`src/rtl/alu_cmd_sequencer.sv`:
```
// alu_cmd_sequencer: FIFO-buffered command issue to a registered 8-bit ALU with valid/ready result capture; define ALU_SEQ_ZFLAG_EN to add the out_zero flag
module alu_cmd_sequencer #(
    parameter int DEPTH = 4
) (
    input  logic        clk,
    input  logic        rst,
    input  logic        in_valid,
    output logic        in_ready,
    input  logic [7:0]  in_a,
    input  logic [7:0]  in_b,
    input  logic [2:0]  in_op,
    output logic [7:0]  alu_a,
    output logic [7:0]  alu_b,
    output logic [2:0]  alu_op,
    input  logic [15:0] alu_result,
    input  logic        alu_cout,
    output logic        out_valid,
    input  logic        out_ready,
    output logic [15:0] out_result,
    output logic        out_cout,
    output logic [2:0]  out_op,
`ifdef ALU_SEQ_ZFLAG_EN
    output logic        out_zero,
`endif
    output logic        busy
);
    localparam int AW = $clog2(DEPTH);
    localparam logic [AW:0] FULL = (AW + 1)'(DEPTH);
    localparam logic [1:0] IDLE = 2'd0, DRIVE = 2'd1, EXEC = 2'd2;

    logic [18:0]   mem [DEPTH];
    logic [AW-1:0] wp, rp;
    logic [AW:0]   count;
    logic [1:0]    state, state_n;
    logic          push, pop, cap;

    // handshakes, capture/pop decisions and next state; a pop always launches a new DRIVE
    always_comb begin
        in_ready = count != FULL;
        push = in_valid && in_ready;
        cap = state == EXEC && (!out_valid || out_ready);
        pop = count != '0 && (state == IDLE || cap);
        busy = count != '0 || state != IDLE;
        state_n = pop ? DRIVE : state == DRIVE ? EXEC : (state == EXEC && !cap) ? EXEC : IDLE;
    end

    // command storage; contents are don't-care until written, so no reset
    always_ff @(posedge clk) begin
        if (push) mem[wp] <= {in_op, in_a, in_b};
    end

    // pointers, ALU drive registers, FSM and result register
    always_ff @(posedge clk) begin
        if (rst) begin
            wp <= '0;
            rp <= '0;
            count <= '0;
            state <= IDLE;
            {alu_op, alu_a, alu_b} <= '0;
            out_valid <= 1'b0;
            out_result <= '0;
            out_cout <= 1'b0;
            out_op <= '0;
`ifdef ALU_SEQ_ZFLAG_EN
            out_zero <= 1'b0;
`endif
        end else begin
            state <= state_n;
            count <= count + (AW + 1)'(push) - (AW + 1)'(pop);
            if (push) wp <= wp + 1'b1;
            if (pop) begin
                rp <= rp + 1'b1;
                {alu_op, alu_a, alu_b} <= mem[rp];
            end
            if (cap) begin
                out_valid <= 1'b1;
                out_result <= alu_result;
                out_op <= alu_op;
                out_cout <= alu_op == 3'b000 && alu_cout;
`ifdef ALU_SEQ_ZFLAG_EN
                out_zero <= alu_result == 16'h0000;
`endif
            end else if (out_ready) begin
                out_valid <= 1'b0;
            end
        end
    end
endmodule

```
`config.mk`:
```
export PLATFORM = sky130hd
export DESIGN_NAME = alu_cmd_sequencer
export DESIGN_NICKNAME = d
export VERILOG_FILES = /design/src/rtl/alu_cmd_sequencer.sv
export SDC_FILE = /design/constraint.sdc
export NUM_CORES = 1
export LEC_CHECK = 0
export CORE_MARGIN = 5
export CORE_UTILIZATION = 50
export DETAILED_ROUTE_END_ITERATION = 7
export PLACE_DENSITY = 0.78
export SLEW_MARGIN = 20
export SYNTH_ARGS = -nofsm -noshare
export SYNTH_HDL_FRONTEND = slang
export SYNTH_SLANG_ARGS = --single-unit
```
`constraint.sdc`:
```
create_clock -name clk -period 4.7 [get_ports clk]
set_clock_uncertainty 0.1 [all_clocks]
set_input_delay 0.94 -clock clk [delete_from_list [all_inputs] [get_ports clk]]
set_output_delay 0.94 -clock clk [all_outputs]
set_load 0.1 [all_outputs]
```
==> results_dict.tcl <==
set metrics [dict create \
    path_class "reg2out" \
    hold_viol 0 \
    tightest_slew_ps 1090 \
    place_congestion 0.737 \
    cap_violations 0 \
    drc 0 \
    core-area_um2 9680 \
    total_leakage_power_nw 2.17 \
    mostFrequentLayoutCells "81 x clkdlybuf4s50_1, 76 x edfxtp_1, 49 x dfxtp_1" \
    dpl.hpwl_um 6790 \
    path_max_fanout 21 \
    cts.path.max_buffers 2 \
    rsz0062_at_grt "no" \
    grt_start_max_net_pins 33 \
    cts_tree "done" \
    synth-simple-area-share_pct 8.52 \
    synth-seq-cells 125 \
    fmax_mhz 262 \
    ys_types 40 \
    cts_resized 0 \
    period_needed_ps 3820 \
    cp.required_ps 3660 \
    initial_core_util_pct 50.8 \
    netlist_instances 347 \
    pin_count 82 \
    max-slew-margin-rel_pct 27.4 \
    clock_sinks 125 \
    p_total_w 0.00450 \
    critical_path_arrival_ps 2780 \
    drt_iter0_drc 162 \
    setup_viol 0 \
    synth-xor-area-share_pct 0.178 \
    avgRoutedWirePerCell_um 19.2 \
    synthAdderAreaFrac_pct 1.93 \
    dpl.cell_count 534 \
    synth_compound_area_share_pct 9.95 \
    final_layout_size_suffix_gt1_share_pct 13.9 \
    syn_area_um2 4920 \
    startpoint_type "flip-flop" \
    dr.pass1.iters 5 \
    portBuffers 81 \
    grt_pass1_vias 3266 \
    clk_latency_ps 520 \
    hold_buffers 0 \
    hold_class "reg2reg" \
    finish.cell_count_without_fillers 566 \
    finalNetCount 467 \
    syn2layout_area_growth_pct 29.7 \
    final_common_cell "clkdlybuf4s50_1" \
    die_y_um 109 \
    rows 36 \
    timing.setup.tns_ps 0 \
    path_clk_slew_ps 60 \
    grt_pass1_wl_um 17100 \
    seq_area_frac_synth_pct 66.3 \
    grt.overflow.total 0 \
    cts_buffers 17 \
    synth.area.top_cells "edfxtp_1 46%, dfxtp_1 20%, mux4_2 7.8%" \
    ir_worst_vdd_v 0.000332 \
    syn_nets 394 \
    diodes 0 \
    yosysWarnings 0 \
    h-tree-depth 4 \
    grt_usage_pct 19.3 \
    outcome "complete, no violations" \
    synthMuxAreaShare_pct 9.16 \
    wirelength_um 10800 \
    cts_root_buf "clkbuf_8" \
    num_vias 3247 \
    die_area_um2 11900 \
    final_util_pct 65.9 \
    avgSynthCellArea_um2 14.2 \
    die_w_um 109 \
    via_per_inst 5.74 \
    powerDensity_nw_per_um2 705 \
    antenna_found_initial 0 \
    synth_top_cell_area_share_pct 46.4 \
    yosys.area.top_type "edfxtp_1" \
    critPathCaptureType "output pin" \
    synth_top_family_by_area "compound AO/OA/AOI/OAI gates" \
    post-cts-setup-buffers 0 \
    maxSlewViolCount 0 \
    ant_nets 0 \
    period_share_pct 81.3 \
]
==> power breakdown <==
| part | total [W] | internal [W] | leakage [nW] | switching, W |
|---|---|---|---|---|
| Combinational | 0.00169 | 0.000517 | 0.783 | 0.00117 |
| Sequential | 0.00148 | 0.00135 | 1.10 | 0.000133 |
| Clock | 0.00132 | 0.000860 | 0.293 | 0.000463 |
==> logic make-up after synthesis <==
group / Yosys count
buffers and inverters: 38
xor gates and xnor gates: 1
DFF: 125
muxes: 20
and+or+nand+nor: 70
AOI/OAI and AO/OA: 86
adders and majority gates: 7
==> stage by stage <==
step / instance area [um^2] / setup WS (ps) / hold WS, ps
finish: 6380 / 877 / 374
global route: 6380 / 792 / 399
CTS: 6380 / 850 / 375
detailed placement: 5770 / 1190 / 367
global placement: 5770 / 1290 / 361
floorplan: 4920 / 1650 / 444
==> per-layer routing <==
metal | vias up | wire length (um) | global-route usage [%]
met3 | 20 | 867 | 5.92
met2 | 137 | 5430 | 32.5
met5 | - | 0 | 0
li1 | 1500 | - | -
met4 | 0 | 149 | 7.39
met1 | 1590 | 4390 | 23.5
==> sequential cells by signal (all words and copies together) (netlist names) <==
register    count
out_op          3
rp              2
wp              2
out_valid       1
out_result     16
state           2
alu_b           8
count           3
alu_a           8
alu_op          3
out_cout        1
mem            76
==> synthesized netlist by cell type <==
cell and count:
o21ai_0 13, o21ai_1 7, inv_1 4, nor3_1 2
ha_1 6, fa_1 1, mux2_4 1, inv_2 1
mux4_2 17, and3_1 4, nor2b_1 5, nand4_1 19
buf_4 1, buf_1 1, nand2b_1 2, nand3b_1 1
nor3_2 1, buf_2 13, and2_1 1, clkbuf_1 14
a21oi_1 43, or3_4 1, nor2_1 4, xor2_1 1
or3_1 1, nor4b_1 1, or3b_1 1, nand2_1 1
a21oi_2 1, nand3_1 22, nor4_1 1, or4_1 1
mux4_1 2, edfxtp_1 76, dfxtp_1 49, a21o_1 2
buf_6 4, and4_4 1, o31ai_1 20, and3b_1 1
==> worst max-delay path, stage by stage, from the launching register on <==
cell	delay [ps]
dfxtp_1	380
or3_4	540
or3_1	360
clkdlybuf4s50_1	980
==> cell type report <==
type,instances,area (um^2)
inverter,5,18.8
sequential,125,3260
fill,698,3300
clock inverter,14,193
multi-input combinational,184,1470
timing repair buffer,87,856
tap,133,166
clock buffer,18,418
==> path summary, 6_finish.rpt <==
path,start,end,slack [ps],cells past startpoint
worst max-delay path,count[1],busy,880,3
worst min-delay path,out_result[13],out_result[13],370,2
worst max register to register,count[1],count[2],2210,10
worst min register to register,out_result[13],out_result[13],370,2
Power figures use the tool's default switching activity.
